===== src/rtl/ram_host_loader.sv =====
// Host byte-stream loader/dumper for the RV32Core debug BRAM ports.
// A 3-byte header selects load, dump or a timed core reset.
module ram_host_loader #(
    parameter int BRAM_WORDS       = 4096,
    parameter int RST_PULSE_CYCLES = 5
) (
    input  logic        CPU_CLK,
    input  logic        CPU_RST,
    input  logic [7:0]  rx_data,
    input  logic        rx_valid,
    output logic        rx_ready,
    output logic [7:0]  tx_data,
    output logic        tx_valid,
    input  logic        tx_ready,
    output logic [31:0] DataRAM_A2,
    output logic [31:0] DataRAM_WD2,
    output logic [3:0]  DataRAM_WE2,
    input  logic [31:0] DataRAM_RD2,
    output logic [31:0] InstRAM_A2,
    output logic [31:0] InstRAM_WD2,
    output logic [3:0]  InstRAM_WE2,
    input  logic [31:0] InstRAM_RD2,
    output logic        core_rst,
    output logic        busy,
    output logic        err
);
    localparam logic [7:0] CMD_LD_DATA = 8'h01;
    localparam logic [7:0] CMD_LD_INST = 8'h02;
    localparam logic [7:0] CMD_DP_DATA = 8'h11;
    localparam logic [7:0] CMD_DP_INST = 8'h12;
    localparam logic [7:0] CMD_RESET   = 8'h20;

    localparam int          PW      = (RST_PULSE_CYCLES > 1) ? $clog2(RST_PULSE_CYCLES) : 1;
    localparam logic [16:0] MAX_CNT = 17'(BRAM_WORDS);

    typedef enum logic [3:0] {
        IDLE, HDR_LO, HDR_HI, LOAD_BYTE, LOAD_WR,
        DUMP_RD, DUMP_WAIT, DUMP_TX, RST_PULSE
    } stateT;

    stateT          state;
    logic [7:0]     cmd;
    logic [7:0]     cntLo;
    logic [15:0]    cnt;
    logic [12:0]    wordIdx;
    logic [1:0]     byteIdx;
    logic [23:0]    asmWord;
    logic [31:0]    rdWord;
    logic [PW-1:0]  pulseCnt;
    logic           rdyEn;

    logic        rxFire;
    logic        selInst;
    logic        lastWord;
    logic [31:0] rdSel;
    logic [31:0] wordAddr;
    logic [31:0] nextAddr;

    // cmd bit 1 picks the instruction BRAM for both load and dump commands
    assign selInst  = cmd[1];
    assign rdSel    = selInst ? InstRAM_RD2 : DataRAM_RD2;
    assign lastWord = (({3'b000, wordIdx}) + 16'd1) == cnt;
    assign wordAddr = {17'b0, wordIdx, 2'b00};
    assign nextAddr = {17'b0, wordIdx + 13'd1, 2'b00};

    // rdyEn keeps rx_ready low through reset and its release cycle
    assign rx_ready = rdyEn && (state inside {IDLE, HDR_LO, HDR_HI, LOAD_BYTE});
    assign tx_valid = (state == DUMP_TX);
    assign busy     = (state != IDLE);
    assign rxFire   = rx_valid && rx_ready;

    always_ff @(posedge CPU_CLK) begin
        if (CPU_RST) begin
            state       <= IDLE;
            cmd         <= 8'h00;
            cntLo       <= 8'h00;
            cnt         <= 16'h0000;
            wordIdx     <= 13'd0;
            byteIdx     <= 2'd0;
            asmWord     <= 24'h0;
            rdWord      <= 32'h0;
            pulseCnt    <= '0;
            rdyEn       <= 1'b0;
            tx_data     <= 8'h00;
            DataRAM_A2  <= 32'h0;
            DataRAM_WD2 <= 32'h0;
            DataRAM_WE2 <= 4'h0;
            InstRAM_A2  <= 32'h0;
            InstRAM_WD2 <= 32'h0;
            InstRAM_WE2 <= 4'h0;
            core_rst    <= 1'b1;
            err         <= 1'b0;
        end else begin
            rdyEn       <= 1'b1;
            core_rst    <= 1'b0;
            DataRAM_WE2 <= 4'h0;
            InstRAM_WE2 <= 4'h0;
            case (state)
                IDLE: begin
                    if (rxFire) begin
                        if (rx_data inside {CMD_LD_DATA, CMD_LD_INST, CMD_DP_DATA,
                                            CMD_DP_INST, CMD_RESET}) begin
                            cmd   <= rx_data;
                            err   <= 1'b0;
                            state <= HDR_LO;
                        end else begin
                            err <= 1'b1;
                        end
                    end
                end
                HDR_LO: begin
                    if (rxFire) begin
                        cntLo <= rx_data;
                        state <= HDR_HI;
                    end
                end
                HDR_HI: begin
                    if (rxFire) begin
                        cnt     <= {rx_data, cntLo};
                        wordIdx <= 13'd0;
                        byteIdx <= 2'd0;
                        if (cmd == CMD_RESET) begin
                            core_rst <= 1'b1;
                            pulseCnt <= PW'(RST_PULSE_CYCLES - 1);
                            state    <= RST_PULSE;
                        end else if ({1'b0, rx_data, cntLo} > MAX_CNT) begin
                            err   <= 1'b1;
                            state <= IDLE;
                        end else if ({rx_data, cntLo} == 16'h0000) begin
                            state <= IDLE;
                        end else if (cmd[4]) begin
                            state <= DUMP_RD;
                        end else begin
                            state <= LOAD_BYTE;
                        end
                    end
                end
                LOAD_BYTE: begin
                    if (rxFire) begin
                        byteIdx <= byteIdx + 2'd1;
                        case (byteIdx)
                            2'd0: asmWord[7:0]   <= rx_data;
                            2'd1: asmWord[15:8]  <= rx_data;
                            2'd2: asmWord[23:16] <= rx_data;
                            default: begin
                                if (selInst) begin
                                    InstRAM_WE2 <= 4'hF;
                                    InstRAM_A2  <= wordAddr;
                                    InstRAM_WD2 <= {rx_data, asmWord};
                                end else begin
                                    DataRAM_WE2 <= 4'hF;
                                    DataRAM_A2  <= wordAddr;
                                    DataRAM_WD2 <= {rx_data, asmWord};
                                end
                                state <= LOAD_WR;
                            end
                        endcase
                    end
                end
                LOAD_WR: begin
                    wordIdx <= wordIdx + 13'd1;
                    if (lastWord) begin
                        DataRAM_A2  <= 32'h0;
                        DataRAM_WD2 <= 32'h0;
                        InstRAM_A2  <= 32'h0;
                        InstRAM_WD2 <= 32'h0;
                        state       <= IDLE;
                    end else begin
                        state <= LOAD_BYTE;
                    end
                end
                DUMP_RD: state <= DUMP_WAIT;
                DUMP_WAIT: begin
                    rdWord  <= rdSel;
                    tx_data <= rdSel[7:0];
                    byteIdx <= 2'd0;
                    state   <= DUMP_TX;
                end
                DUMP_TX: begin
                    if (tx_ready) begin
                        if (byteIdx == 2'd3) begin
                            wordIdx <= wordIdx + 13'd1;
                            if (lastWord) begin
                                DataRAM_A2 <= 32'h0;
                                InstRAM_A2 <= 32'h0;
                                state      <= IDLE;
                            end else begin
                                if (selInst) InstRAM_A2 <= nextAddr;
                                else         DataRAM_A2 <= nextAddr;
                                state <= DUMP_RD;
                            end
                        end else begin
                            byteIdx <= byteIdx + 2'd1;
                            tx_data <= rdWord[{byteIdx + 2'd1, 3'b000} +: 8];
                        end
                    end
                end
                RST_PULSE: begin
                    if (pulseCnt == '0) begin
                        state <= IDLE;
                    end else begin
                        pulseCnt <= pulseCnt - 1'b1;
                        core_rst <= 1'b1;
                    end
                end
                default: state <= IDLE;
            endcase
        end
    end
endmodule


===== config.mk =====
export PLATFORM = sky130hd
export DESIGN_NAME = ram_host_loader
export DESIGN_NICKNAME = d
export VERILOG_FILES = /design/src/rtl/ram_host_loader.sv
export SDC_FILE = /design/constraint.sdc
export NUM_CORES = 1
export LEC_CHECK = 0
export BUFFER_PORTS_ARGS = -buffer_cell sky130_fd_sc_hd__buf_2
export CAP_MARGIN = 0
export CORE_MARGIN = 1.5
export CORE_UTILIZATION = 49
export DETAILED_ROUTE_END_ITERATION = 10
export GPL_TIMING_DRIVEN = 0
export PLACE_DENSITY_LB_ADDON = 0.08
export SLEW_MARGIN = 10
export SYNTH_ARGS = -nofsm -noshare
export SYNTH_HDL_FRONTEND = slang
export SYNTH_SLANG_ARGS = --single-unit

===== constraint.sdc =====
create_clock -name CPU_CLK -period 2.9 [get_ports CPU_CLK]
set_input_delay 0.145 -clock CPU_CLK [delete_from_list [all_inputs] [get_ports CPU_CLK]]
set_output_delay 0.145 -clock CPU_CLK [all_outputs]
set_load 0.05 [all_outputs]

# --- Word level (Yosys, flattened, before mapping) ---
# Index checks and enable logic that the tools add are counted.
op_classes:
  magnitude_cmp: 1
  n_shift: 1
  addsub: 4
  eq_ne: 37
  muxes: 71
  reduce_logical: 34
  bitwise: 2
op_table:
  columns: ["op", "count"]
  rows:
  - ["$mux 32", 22]
  - ["$pmux 32 s3", 2]
  - ["$pmux 32 s2", 2]
  - ["$mux 4", 12]
  - ["$mux 13", 3]
  - ["$pmux 13 s3", 1]
  - ["$pmux 4 s9", 1]
  - ["$shiftx 32x6->8", 1]
  - ["$ne 2x2->1 const B", 12]
  - ["$mux 3", 7]
  - ["$reduce_and 5->1", 4]
  - ["$eq 14x16->1", 1]
  - ["$eq 4x3->1 const B", 4]
  - ["$eq 8x5->1 const B", 2]
  - ["$eq 8x6->1 const B", 2]
  - ["$gt 16x13->1 const B", 1]
  - ["$logic_not 16->1", 1]
  - ["$mux 8", 2]
  - ["$pmux 8 s2", 1]
  - ["$reduce_and 8->1", 2]
  - ["$reduce_and 3->1", 5]
  - ["$add 13x1->14 const B", 1]
  - ["$add 13x1->13 const B", 1]
  - ["$reduce_bool 4->1", 3]
  - ["other kinds (30)", 57]
totals:
  ff_bits: 257
  inputBits: 76
  out_inout_bits: 149
  word_cells: 171

# --- Logic depth before layout (Yosys ltp) ---
depth:
  ltp_word: 6
  ltp_mapped: 11
  mapped_depth_nobuf: 9

# --- Worst setup path after synthesis ---
# Ideal clock, no wire load.
synth_path:
  path_type: "reg2reg"
  startpoint: "register wordIdx[1]"
  endpoint: "register DataRAM_A2[10]"
  slack_ps: 18
  path_buffers: 2
  required_time_ps: 2828
  setup_time_ps: 72
  stages_incl_launch_ff: 11
  period_less_slack_ps: 2882
  t_arrival_ps: 2810
  path_cell_list: "dfxtp_1 ha_1 buf_2 nand3_1 or4_1 xnor2_1 nor4_4 nand4_2 a32oi_4 buf_12 mux2i_1"
synth_via:
  elab_chain_len: 6
  word_cells_on_any_way: 11
  classes_between: "add/sub (2); eq/ne (3); mux (5); reduce/logical (1)"
synth_lines:
  columns: ["item", "line", "source"]
  rows:
  - ["from (decl)", "45", "logic [12:0] wordIdx;"]
  - ["from (signal assigned)", "161", "wordIdx <= wordIdx + 13'd1;"]
  - ["from (signal assigned)", "182", "wordIdx <= wordIdx + 13'd1;"]
  - ["$add 13x1->14 / $add 13x1->13 (equally long branches)", "62, 64", null]
  - ["$eq 14x16->1 / $mux 32 (equally long branches)", "62, 188", null]
  - ["$mux 32", "183", "if (lastWord) begin"]
  - ["$mux 32", "181", "if (byteIdx == 2'd3) begin"]
  - ["$mux 32", "180", "if (tx_ready) begin"]
  - ["$pmux 32 s3", "98", "case (state)"]
  - ["to (signal assigned)", "152", "DataRAM_A2 <= wordAddr;"]
  - ["to (signal assigned)", "189", "else DataRAM_A2 <= nextAddr;"]
  - ["to (decl)", "15", "output logic [31:0] DataRAM_A2,"]
# Parallel ways exist; a longest one is shown, timed or not. The select of a mux whose other input is x is not followed.
# A chain may end at the register's enable or synchronous reset.

# --- Worst setup path in the final report ---
layout_path:
  startpoint: "register wordIdx[0]"
  endpoint: "register DataRAM_A2[13]"
# The elaborated chain is that of the path after synthesis.

==> metrics <==
crit end category=flop; Boundary Pins=225; drt pass-1 iters=5; worst vdd ir=0.000402 V; first-pass GRT wire length=44300 um; Overall Global Routing Usage=25.6%; met1 WL=12900 um; crit share post-route=99.5%; Post-Syn Area=0.00992 mm2; drc violations=0; DR WL/cell=16.4 um; initial antenna violation count=0; CP arrival=3320 ps; CP Class=flop to flop; met2 WL post-DR=13400 um; Crit Reg-Reg Startpoint=wordIdx[0]; die area=0.0211 mm2; setup TNS=0 ps; DRT iter0 DRCs=537; Worst-path clk slew=60 ps; Pleak=5.26 nW; placed instance area=0.0113 mm2; final setup fails=0; Core Region=0.0197 mm2; clk sinks=213; vias per inst=5.31; placed insts=1647; width of the die=145 um; worst skew pair latency=520 ps; max cap viols=0; Hold Path Class=input pin to flop; count of cell types in the netlist=70; layout cell share with drive strength beyond 1=23.8%; # rows=51; fin. max-slew vios=0; largest cells by area after synthesis=dfxtp_1 43%, mux2i_1 9.6%, a21oi_1 5.8%, nand2_1 5.7%, nor2_1 4.7%; area leader, netlist=dfxtp_1; Final Hold Fails=0; crit path max fanout=6; Tmin final=2890 ps; vias in the first global route=8480; Layout area overhead=28.7%; Slew HR=43.8%; Yosys warning count=0; skew final=16.8 ps; H-Tree Depth=1; end of the worst hold path=rdWord[30]; post-synthesis sequential area ratio=43.0%; flop-to-flop setup slack=10 ps; Multi-input gate area=0.00515 mm2; fin cells=1734; RSZ-0062 raised after global routing=true; gpl congestion=0.872; reg2reg path depth=12; number of synthesized flops with an enable pin=0; share of the synthesized area in the top cell type=43.0%; Nets=1536; Chip Height=145 um; CTS buffer count=23; DRT Wirelength=28400 um; synthesized area per cell=8.53 um2; worst hold start=InstRAM_RD2[30]; Post-DRT Antenna Nets=0; Slew @ Worst Pin=843 ps; Initial Util=50.5%; Design Area, Final=0.0128 mm2; count leader, synth=dfxtp_1; via count=9216; Filler Cell Count=1784; Primary FF master, synth=dfxtp_1; met3 WL=1380 um; Post-synth ARST share=0%; PwrDens=483 mW/mm2; Hold Path Cell Cnt=3; status=finished clean; CTS tree=yes; top post-synthesis cells by count=213 x dfxtp_1, 152 x nand2_1, 123 x nor2_1; Max Buffers Root-to-Sink=3; remaining global-route overflow=0; Clk Tree Root Cell=clkbuf_16; Critical Path RT=3330 ps; Top Metal Used=met4; Post-Synthesis Cells=1163; largest net degree at the start of global routing=14; capture point of the worst reg-to-reg path=DataRAM_A2[13]; startpoint types=flop; flops & latches, synth=213; post-detail-place hpwl=19800 um; ANT cells=0; port bufs=182; Reg area=0.00427 mm2; Max Clock Freq=346 MHz
## flip-flops by register name, indices dropped and copies added, names as in the netlist, 2 cells and up
signal	count
DataRAM_A2	13
DataRAM_WD2	32
asmWord	24
tx_data	8
state	4
rdWord	32
InstRAM_WD2	32
wordIdx	13
pulseCnt	3
cntLo	8
byteIdx	2
InstRAM_A2	13
cnt	16
cmd	8
## cells by family after synthesis
group	share of synthesized area, %
compound gates	13.3
fa+ha+maj	0.983
simple gates	20.5
buf+inv	8.12
xor+xnor	2.72
other cells	0.0378
mux	11.4
flops	43.0
## power breakdown
part	switching (mW)	internal, mW
Combinational	0.253	0.125
Clock	1.20	1.65
Sequential	0.00233	2.93
## worst max-delay path: stages (launching register included)
cell       delay [ps]
dfxtp_2           350
ha_4              130
buf_6             110
nand3_4            80
or4_4             540
xnor2_4           160
nor4_4            210
buf_4             190
nand4_4           140
buf_6             200
a32oi_4           300
clkbuf_16         220
mux2i_1           170
## routing by layer
metal,global-route usage [%],up-vias
met5,0,-
met4,7.04,0
met3,3.24,52
met2,43.1,276
met1,34.5,4342
li1,-,4546
## final cells by class
cell class	instances	area share, %
plain buffers	142	6.56
well taps	265	2.60
clock buffers	33	5.11
flip-flops and latches	213	33.4
multi-input cells	830	40.4
inverters	13	0.382
clock inverters	8	0.558
repair buffers	230	11.0
## layout by cell type, fill, tap and decap left out, drive strengths merged, types with 7 or more instances in the layout
master       instances
nand3               79
and2                10
xor2                12
nor3                10
clkbuf             110
buf                264
nor2               123
and3                 7
inv                 14
nand4                9
dlygate4sd3         31
mux4                 8
or3                 10
o21ai               18
nor4                 8
a211oi              41
conb                38
a21oi              115
dfxtp              213
nand2              152
xnor2               18
mux2i               95
ha                   7
o211ai              11
## timing repair
action,4_1_cts,5_1_grt
endpoints found under the hold margin,18,0
pin swaps,3,6
hold buffers,31,0
buffers inserted,7,8
setup endpoints to repair,102,120
resized for setup,33,51
gates cloned,1,1
## per-stage QoR
step           worst slack [ps]  hold slack [ps]  total power [mW]  util, %
6_report                   14.0             4.38              6.17     65.0
3_3_place_gp               -499              436              3.33     57.5
3_5_place_dp               -502              445              3.33     57.5
5_1_grt                    -102             16.5              6.36     65.0
4_1_cts                   -3.44             4.29              6.19     63.8
2_1_floorplan              18.2              355              3.23        -
## how the worst max path moves through the flow
| stage | startpoint | to | slack (ps) | cells past startpoint |
|---|---|---|---|---|
| after floorplan | wordIdx[1] | DataRAM_A2[10] | 20 | 10 |
| after global placement | wordIdx[1] | InstRAM_WD2[26] | -500 | 11 |
| after detailed placement | wordIdx[1] | DataRAM_WD2[30] | -500 | 11 |
| after CTS | state[1] | InstRAM_WD2[24] | -3 | 10 |
| after global routing | wordIdx[0] | DataRAM_A2[13] | -100 | 12 |
| final | wordIdx[0] | DataRAM_A2[13] | 10 | 12 |
No activity file was read; power rests on OpenSTA's default activity.
